===== src/rtl/bus_arbiter.sv =====
// Two-master round-robin arbiter for the single-port word RAM bus.
// It supports a bounded bus lock and tags each read return with the master that issued it.
module bus_arbiter #(
   parameter int unsigned MAX_LOCK = 4
) (
   input  logic        clock,
   input  logic        reset,
   input  logic        m0_req,
   input  logic [29:0] m0_addr,
   input  logic [31:0] m0_data_w,
   input  logic [3:0]  m0_mask_w,
   input  logic        m0_lock,
   output logic        m0_gnt,
   output logic        m0_rvalid,
   output logic [31:0] m0_data_r,
   input  logic        m1_req,
   input  logic [29:0] m1_addr,
   input  logic [31:0] m1_data_w,
   input  logic [3:0]  m1_mask_w,
   input  logic        m1_lock,
   output logic        m1_gnt,
   output logic        m1_rvalid,
   output logic [31:0] m1_data_r,
   output logic [29:0] bus_addr,
   input  logic [31:0] bus_data_r,
   output logic [31:0] bus_data_w,
   output logic [3:0]  bus_mask_w
);
   localparam int unsigned AW = 30;
   localparam int unsigned DW = 32;
   localparam int unsigned MW = 4;
   localparam int unsigned CW = 8;
   localparam logic [CW-1:0] MAX_CNT = CW'(MAX_LOCK);

   logic          last_q, last_d;
   logic          locked_q, locked_d;
   logic          lock_owner_q, lock_owner_d;
   logic [CW-1:0] lock_cnt_q, lock_cnt_d;
   logic [1:0]    rd_pend_q, rd_pend_d;
   logic [AW-1:0] addr_q, addr_d;

   logic owner_req;
   logic other_req;
   logic cap_hit;
   logic lock_win;
   logic any_gnt;
   logic sel;
   logic sel_lock;

   // Grant selection: an uncapped lock wins first, then round-robin on contention.
   always_comb begin : grant_select
      owner_req = lock_owner_q ? m1_req : m0_req;
      other_req = lock_owner_q ? m0_req : m1_req;
      cap_hit   = other_req && (lock_cnt_q == MAX_CNT);
      lock_win  = locked_q && owner_req && !cap_hit;
      any_gnt   = 1'b0;
      sel       = 1'b0;
      if (!reset) begin
         if (lock_win) begin
            any_gnt = 1'b1;
            sel     = lock_owner_q;
         end else if (m0_req && m1_req) begin
            any_gnt = 1'b1;
            sel     = !last_q;
         end else if (m0_req) begin
            any_gnt = 1'b1;
            sel     = 1'b0;
         end else if (m1_req) begin
            any_gnt = 1'b1;
            sel     = 1'b1;
         end
      end
   end

   assign m0_gnt = any_gnt && !sel;
   assign m1_gnt = any_gnt && sel;

   // Bus mux; when idle, hold the last address and issue a harmless read.
   always_comb begin : bus_mux
      bus_addr   = reset ? AW'(0) : addr_q;
      bus_data_w = DW'(0);
      bus_mask_w = MW'(0);
      sel_lock   = 1'b0;
      if (any_gnt) begin
         if (sel) begin
            bus_addr   = m1_addr;
            bus_data_w = m1_data_w;
            bus_mask_w = m1_mask_w;
            sel_lock   = m1_lock;
         end else begin
            bus_addr   = m0_addr;
            bus_data_w = m0_data_w;
            bus_mask_w = m0_mask_w;
            sel_lock   = m0_lock;
         end
      end
   end

   always_comb begin : next_state
      last_d       = last_q;
      locked_d     = locked_q;
      lock_owner_d = lock_owner_q;
      lock_cnt_d   = lock_cnt_q;
      rd_pend_d    = 2'b00;
      addr_d       = bus_addr;
      if (any_gnt) begin
         last_d         = sel;
         rd_pend_d[sel] = (bus_mask_w == MW'(0));
         if (sel_lock) begin
            locked_d     = 1'b1;
            lock_owner_d = sel;
            if (lock_owner_q == sel) begin
               lock_cnt_d = (lock_cnt_q == MAX_CNT) ? MAX_CNT : lock_cnt_q + CW'(1);
            end else begin
               lock_cnt_d = CW'(1);
            end
         end else begin
            locked_d   = 1'b0;
            lock_cnt_d = CW'(0);
         end
      end else if (locked_q && !owner_req) begin
         locked_d = 1'b0;
      end
   end

   always_ff @(posedge clock) begin
      if (reset) begin
         last_q       <= 1'b1;
         locked_q     <= 1'b0;
         lock_owner_q <= 1'b0;
         lock_cnt_q   <= CW'(0);
         rd_pend_q    <= 2'b00;
         addr_q       <= AW'(0);
      end else begin
         last_q       <= last_d;
         locked_q     <= locked_d;
         lock_owner_q <= lock_owner_d;
         lock_cnt_q   <= lock_cnt_d;
         rd_pend_q    <= rd_pend_d;
         addr_q       <= addr_d;
      end
   end

   // Read returns are suppressed while reset is held.
   assign m0_rvalid = rd_pend_q[0] && !reset;
   assign m1_rvalid = rd_pend_q[1] && !reset;
   assign m0_data_r = bus_data_r;
   assign m1_data_r = bus_data_r;

endmodule

===== config.mk =====
export PLATFORM = sky130hd
export DESIGN_NAME = bus_arbiter
export DESIGN_NICKNAME = d
export VERILOG_FILES = /design/src/rtl/bus_arbiter.sv
export SDC_FILE = /design/constraint.sdc
export NUM_CORES = 1
export LEC_CHECK = 0
export ABC_AREA = 1
export CAP_MARGIN = 20
export CORE_AREA = 2 2 118 120
export CTS_CLUSTER_DIAMETER = 150
export DETAILED_ROUTE_END_ITERATION = 7
export DIE_AREA = 0 0 120 122
export PLACE_DENSITY_LB_ADDON = 0.12
export SYNTH_ARGS = -nofsm -noshare
export SYNTH_HDL_FRONTEND = slang
export SYNTH_SLANG_ARGS = --single-unit

===== constraint.sdc =====
create_clock -name clock -period 3.9 [get_ports clock]
set_clock_uncertainty 0.2 [all_clocks]
set_input_delay 0.585 -clock clock [delete_from_list [all_inputs] [get_ports clock]]
set_output_delay 0.585 -clock clock [all_outputs]
set_load 0.02 [all_outputs]

==> key figures, run 1 <==
Clocking
  • Clk Latency, worst-skew pair: 0.28 ns
  • Clock buffer depth: 2
  • Clock buffer count from CTS: 5
  • Post-CTS Setup Inserts: 0
  • CTS tree: built
  • Clk sinks: 43
  • Clk pin slew, worst setup/hold paths: 0.06 ns
  • Clock root buffer: clkbuf_16
  • H-tree depth: 2

Routing
  • Drt wl/cell: 14.8 um
  • DR top layer: met4
  • Routed WL: 10900 um
  • Via Count: 3132
  • DR DRC count: 0
  • Vias per cell: 4.24
  • Routed met2 length: 4830 um
  • Antenna-violating nets left: 0
  • Met3 wire len: 1280 um
  • Initial DRC Count: 128
  • Post-Route M1 WL: 4640 um
  • First-pass DRT Iterations: 4

Placed design
  • Port Buffers: 207
  • Placer Congestion: 0.761
  • Placed wire-length estimate: 8870 um

Setup path
  • CP startpoint kind: input port
  • Worst r2r src: lock_cnt_q[0]
  • Crit path from: m1_req
  • Worst-path fanout max: 29
  • CP Capture Type: primary output
  • R2R depth: 14
  • Worst EP required: 3.12 ns
  • Setup CP Type: input port to primary output
  • Critical Path AT: 2.95 ns

Timing
  • Transition time of the tightest slew-check pin: 0.447 ns
  • RSZ-0062 raised after global routing: no
  • Final number of setup-violating endpoints: 0
  • Final Hold Violating Endpoints: 0
  • Crit share post-route: 0.957
  • Slew margin rel.: 0.701
  • Worst hold slack: 0.266 ns
  • Total Neg Setup Slack: 0 ns
  • Slew Viols, Final: 0
  • Fmax: 0.268 GHz
  • Period minus WS final: 3.73 ns

Logic synthesis
  • Most instantiated cells after synthesis: nand2_1 (124), nand3_1 (72), buf_4 (70), dfxtp_1 (43), a22o_1 (32)
  • Register area share after synthesis: 0.294
  • FF+latch count, synth: 43
  • Post-synth cell types: 27
  • Synthesis warning total: 0
  • Post-synthesis async set-or-reset flop share: 0
  • Area leader, netlist: dfxtp_1
  • Syn avg cell area: 7.02 um^2
  • Synth top area share: 0.294
  • Most area-consuming cells after synthesis: dfxtp_1 (29%), buf_4 (18%), nand2_1 (16%)
  • Mapped Cells: 417
  • Mapped Area: 2930 um^2
  • Post-synth top flop: dfxtp_1
  • Most frequent cell after synthesis: nand2_1
  • Syn nets: 589
  • EDFF count, synth: 0

Power
  • Lkg Pwr: 0.00217 uW
  • Total power: 1620 uW
  • VDD IR max: 0.000188 V
  • Power Density: 326 nW/um^2

Status
  • Status: completed

Hold path
  • Hold Crit Start: addr_q[9]
  • Worst hold path class: flip-flop to flip-flop
  • Hold depth: 2

Floorplanning
  • Die width: 120 um
  • Chip height: 122 um
  • Total core area: 13500 um^2
  • # rows: 43
  • # IOs: 304
  • Die area: 14600 um^2
  • Initial Util: 0.217

Global routing
  • Pin count of the biggest net entering global routing: 40
  • Total Routing Usage GR: 0.144
  • Vias in the first global route: 3170
  • First-pass GRT wire length: 16600 um
  • Initial antenna violation count: 0
  • Grt ovf: 0

Cells and area
  • Final net count: 729
  • N_diodes: 0
  • FILL cells: 1413
  • Layout area overhead: 69.7%
  • Layout Utilization: 0.368
  • Share of cells above drive strength 1: 0.0556

Job
  • MaxCap Viol Count: 0
flip-flops by register name, indices dropped and copies added, names as in the netlist:
register / count
lock_cnt_q: 8
last_q: 1
lock_owner_q: 1
locked_q: 1
rd_pend_q: 2
addr_q: 30
what timing repair did:
item	CTS	global route
hold buffers	0	0
resized for setup	0	4
setup endpoints to repair	0	4
routing by layer:
metal | GRT usage | up-vias
li1 | - | 1591
met1 | 0.177 | 1371
met2 | 0.220 | 146
met3 | 0.0768 | 24
met4 | 0.0353 | 0
met5 | 0 | -
final timing paths:
check / end / slack (ns)
max: bus_data_w[26] / 0.17
min: addr_q[9] / 0.27
max reg2reg: lock_cnt_q[6] / 1.67
min reg2reg: addr_q[9] / 0.27
final cells by class:
type	count	area, um^2	share of cell area
timing repair buffer	214	2210	0.445
inverter	17	68.8	0.0138
tap	180	225	0.0453
clock buffer	6	129	0.0259
clock inverter	2	60.1	0.0121
sequential	43	861	0.173
multi-input combinational	276	1420	0.285
cells by family after synthesis:
logic type / share of synthesized area
compound gates: 0.120
xor+xnor: 0.0150
fa+ha+maj: 0.00854
buf+inv: 0.224
flops: 0.294
simple gates: 0.339
cells in the final DEF (no fill, tap or decap), types with 2 or more instances in the layout:
cell             netlist  layout
nand2_1              124     124
inv_4                  2       2
a21oi_1                2       2
ha_1                   2       2
clkbuf_16              0       5
bufinv_16              0       2
buf_12                 0       6
dlymetal6s2s_1         0       4
clkdlybuf4s50_1        0     203
inv_2                  2       2
nand2_2                6       6
dfxtp_1               43      43
a22o_1                32      32
xor2_1                 5       5
nand3_1               72      72
o21ai_0                3       3
inv_1                 13      13
nor2_1                18      18
o21ai_1                2       2
per-stage QoR:
| stage | worst slack, ns | cell area [um^2] | instances |
|---|---|---|---|
| 2_1_floorplan | 1.36 | 2930 | 417 |
| 3_3_place_gp | 0.182 | 4770 | 730 |
| 3_5_place_dp | 0.160 | 4770 | 730 |
| 4_1_cts | 0.139 | 4960 | 738 |
| 5_1_grt | 0.00208 | 4970 | 738 |
| 6_report | 0.168 | 4970 | 738 |
where the power goes:
part	total, uW	internal, uW	switching, uW
Combinational	592	321	271
Clock	537	367	170
Sequential	493	481	12.3
Total	1620	1170	453
worst max-delay path, stage by stage:
cell,delay (ns)
clkdlybuf4s50_1,0.56
nand2_1,0.10
a21boi_2,0.18
nand3_2,0.13
nand3_4,0.18
nand2_4,0.10
inv_4,0.11
buf_12,0.18
a22o_1,0.18
clkdlybuf4s50_1,0.63
(Power assumes the default switching activity.)
==> inputs of run 2 (changes only) <==
--- a/config.mk
+++ b/config.mk
@@ -6,6 +6,7 @@
 export NUM_CORES = 1
 export LEC_CHECK = 0
 export ABC_AREA = 1
+export ABC_CLOCK_PERIOD_IN_PS = 3900
 export CAP_MARGIN = 20
 export CORE_AREA = 2 2 118 120
 export CTS_CLUSTER_DIAMETER = 150
==> results of run 2 <==
The final DEF is identical to that of run 1; final timing and power are the same.
==> inputs of run 3 (changes only) <==
--- a/config.mk
+++ b/config.mk
@@ -6,12 +6,12 @@
 export NUM_CORES = 1
 export LEC_CHECK = 0
 export ABC_AREA = 1
-export ABC_CLOCK_PERIOD_IN_PS = 3900
+export ABC_CLOCK_PERIOD_IN_PS = 4100
 export CAP_MARGIN = 20
-export CORE_AREA = 2 2 118 120
+export CORE_AREA = 2 2 117 119
 export CTS_CLUSTER_DIAMETER = 150
 export DETAILED_ROUTE_END_ITERATION = 7
-export DIE_AREA = 0 0 120 122
+export DIE_AREA = 0 0 119 121
 export PLACE_DENSITY_LB_ADDON = 0.12
 export SYNTH_ARGS = -nofsm -noshare
 export SYNTH_HDL_FRONTEND = slang
==> constraint.sdc (replaced) <==
create_clock -name clock -period 4.1 [get_ports clock]
set_clock_uncertainty 0.2 [all_clocks]
set_input_delay 0.615 -clock clock [delete_from_list [all_inputs] [get_ports clock]]
set_output_delay 0.615 -clock clock [all_outputs]
set_load 0.02 [all_outputs]
==> run 3 against run 2 <==
  * Combinational power down 4.6%
  * First-iteration DRC count decreased by 13%
  * Global-route usage increased by 0.47 points
  * Total power shrank 11%
  * Sequential power shrank 4.9%
  * Critical endpoint is now bus_data_w[3]
  * Largest cell class unchanged
  * Highest routed layer unchanged
==> key figures, run 3 (synthesis results as in run 1) <==
Hold path
  • Hold depth: 2 (unchanged)
  • Worst hold path class: flip-flop to flip-flop
  • Hold Crit Start: addr_q[14]

Floorplanning
  • # IOs: 304 (unchanged)
  • Total core area: 13100 um^2 (-3.1%)
  • Die area: 14400 um^2 (-1.6%)
  • Initial Util: 0.224 (+0.00695)
  • Chip height: 121 um (-0.82%)
  • Die width: 119 um (-0.83%)
  • # rows: 42 (-2.3%)

Setup path
  • Crit path from: m0_req
  • R2R depth: 15 (+1)
  • CP cell instances: clkdlybuf4s50_1, inv_1, o21ai_1, nand2_1, nand2_1, nand2_2, nand3_4, nand2_4, inv_4, buf_4, a22o_1, clkdlybuf4s50_1
  • Worst-path fanout max: 15 (-48%)
  • Worst EP required: 3.28 ns (+0.16 ns)
  • Largest stage delay, worst path: 0.62 ns (about the same)
  • CP startpoint kind: input port
  • Critical Path AT: 3.05 ns (+0.10 ns)
  • CP max stage cell: clkdlybuf4s50_1
  • Setup CP Type: input port to primary output
  • CP Capture Type: primary output
  • Worst r2r src: lock_cnt_q[0]

Cells and area
  • Commonest non-fill, non-tap cells in the layout: clkdlybuf4s50_1 (205), nand2_1 (124), nand3_1 (72), dfxtp_1 (43), a22o_1 (32)
  • Layout Utilization: 0.376 (+0.00835)
  • N_diodes: 0 (unchanged)
  • Reg with most FFs: addr_q
  • Share of cells above drive strength 1: 0.0608 (+0.00527)
  • Fin area: 4920 um^2 (-0.91%)
  • Final net count: 730 (+0.14%)
  • FILL cells: 1373 (-2.8%)
  • Largest regs: addr_q (30), lock_cnt_q (8), rd_pend_q (2)
  • Commonest non-fill, non-tap cell in the layout: clkdlybuf4s50_1
  • Max reg flops: 30 (unchanged)
  • Register area: 861 um^2 (unchanged)
  • Layout area overhead: 68.1%
  • Area of the multi-input gates: 1420 um^2 (unchanged)

Routing
  • Vias per cell: 4.23 (-0.39%)
  • Antenna-violating nets left: 0 (unchanged)
  • Drt wl/cell: 15.0 um (+1.4%)
  • Via Count: 3107 (-0.80%)
  • DR DRC count: 0 (unchanged)
  • Routed WL: 11000 um (+0.94%)
  • First-pass DRT Iterations: 4 (unchanged)
  • Initial DRC Count: 112 (-13%)

Clocking
  • Clock root buffer: clkbuf_16
  • H-tree depth: 2 (unchanged)
  • CTS tree: built
  • Clk Latency, worst-skew pair: 0.28 ns (about the same)
  • # resized after CTS: 0 (unchanged)
  • Post-CTS Setup Inserts: 0 (unchanged)
  • Clk sinks: 43 (unchanged)
  • Clock buffer depth: 2 (unchanged)
  • Clk pin slew, worst setup/hold paths: 0.06 ns (about the same)
  • Clock buffer count from CTS: 5 (unchanged)
  • Hold Buf Count CTS: 0 (unchanged)

Timing
  • RSZ-0062 raised after global routing: no
  • Transition time of the tightest slew-check pin: 0.466 ns (+0.0191 ns)
  • Slew margin rel.: 0.688 (-0.0127)
  • Total Neg Setup Slack: 0 ns (unchanged)
  • Final Hold Violating Endpoints: 0 (unchanged)
  • Final number of setup-violating endpoints: 0 (unchanged)
  • Slew Viols, Final: 0 (unchanged)
  • Period minus WS final: 3.86 ns
  • Crit share post-route: 0.942
  • Fmax: 0.259 GHz

Power
  • VDD IR max: 0.000129 V (-31%)
  • Power Density: 294 nW/um^2 (-9.8%)
  • Lkg Pwr: 0.00211 uW (-2.8%)

Global routing
  • Initial antenna violation count: 0 (unchanged)
  • First-pass GRT wire length: 16800 um (+1.0%)
  • Vias in the first global route: 3105 (-2.1%)
  • Total Routing Usage GR: 0.148 (+0.00469)
  • Pin count of the biggest net entering global routing: 40 (unchanged)
  • Grt ovf: 0 (unchanged)

Placed design
  • Port Buffers: 207 (unchanged)
  • Placed wire-length estimate: 8990 um (+1.4%)
  • DP Area: 4770 um^2 (about the same)
  • Placer Congestion: 0.785 (+3.2%)

Job
  • MaxCap Viol Count: 0 (unchanged)

Status
  • Status: completed
## run 3: cell count changes in the layout (fill, tap and decap cells not counted)
cell,delta
dlymetal6s2s_1,-4
buf_4,+3
bufinv_16,-2
clkbuf_8,+2
clkdlybuf4s50_1,+2
## run 3: cell type report
cell class / count / area share
timing repair buffer: 215 / 0.447
tap: 176 / 0.0447
sequential: 43 / 0.175
clock buffer: 8 / 0.0318
inverter: 17 / 0.0140
multi-input combinational: 276 / 0.288
## run 3: final timing paths
path	slack, ns	end
setup / recovery	0.24	bus_data_w[3]
hold / removal	0.27	addr_q[14]
setup reg to reg	1.88	rd_pend_q[1]
hold reg to reg	0.27	addr_q[14]
## run 3: per-stage QoR
| stage | hold WS (ns) | total power [uW] | cells | worst slack [ns] |
|---|---|---|---|---|
| CTS | 0.269 | 1470 | 735 | 0.219 |
| floorplan | 0.227 | 815 | 417 | 1.50 |
| finish | 0.266 | 1450 | 735 | 0.238 |
| global route | 0.284 | 1530 | 735 | 0.0693 |
| detailed placement | 0.254 | 1050 | 727 | 0.226 |
| global placement | 0.249 | 1050 | 727 | 0.256 |
## run 3: per-layer routing
metal / routed length, um / share of wire / track usage / vias to the layer above
met3: 1070 / 0.097 / 0.0695 / 15
li1: - / - / - / 1593
met2: 5180 / 0.47 / 0.241 / 118
met1: 4710 / 0.43 / 0.180 / 1381
met5: 0 / 0 / 0 / -
met4: 72 / 0.0065 / 0.0298 / 0
## run 3: power breakdown
part,internal (uW),switching [uW],leakage (uW)
Sequential,457,11.7,0.000356
Combinational,306,259,0.00168
Clock,259,156,0.0000772
## run 3: critical path: cells and delay by family
kind | cells | cell delay [ns]
AO/OA/AOI/OAI | 2 | 0.26
AND/OR/NAND/NOR | 5 | 0.50
buffers and inverters | 5 | 1.68
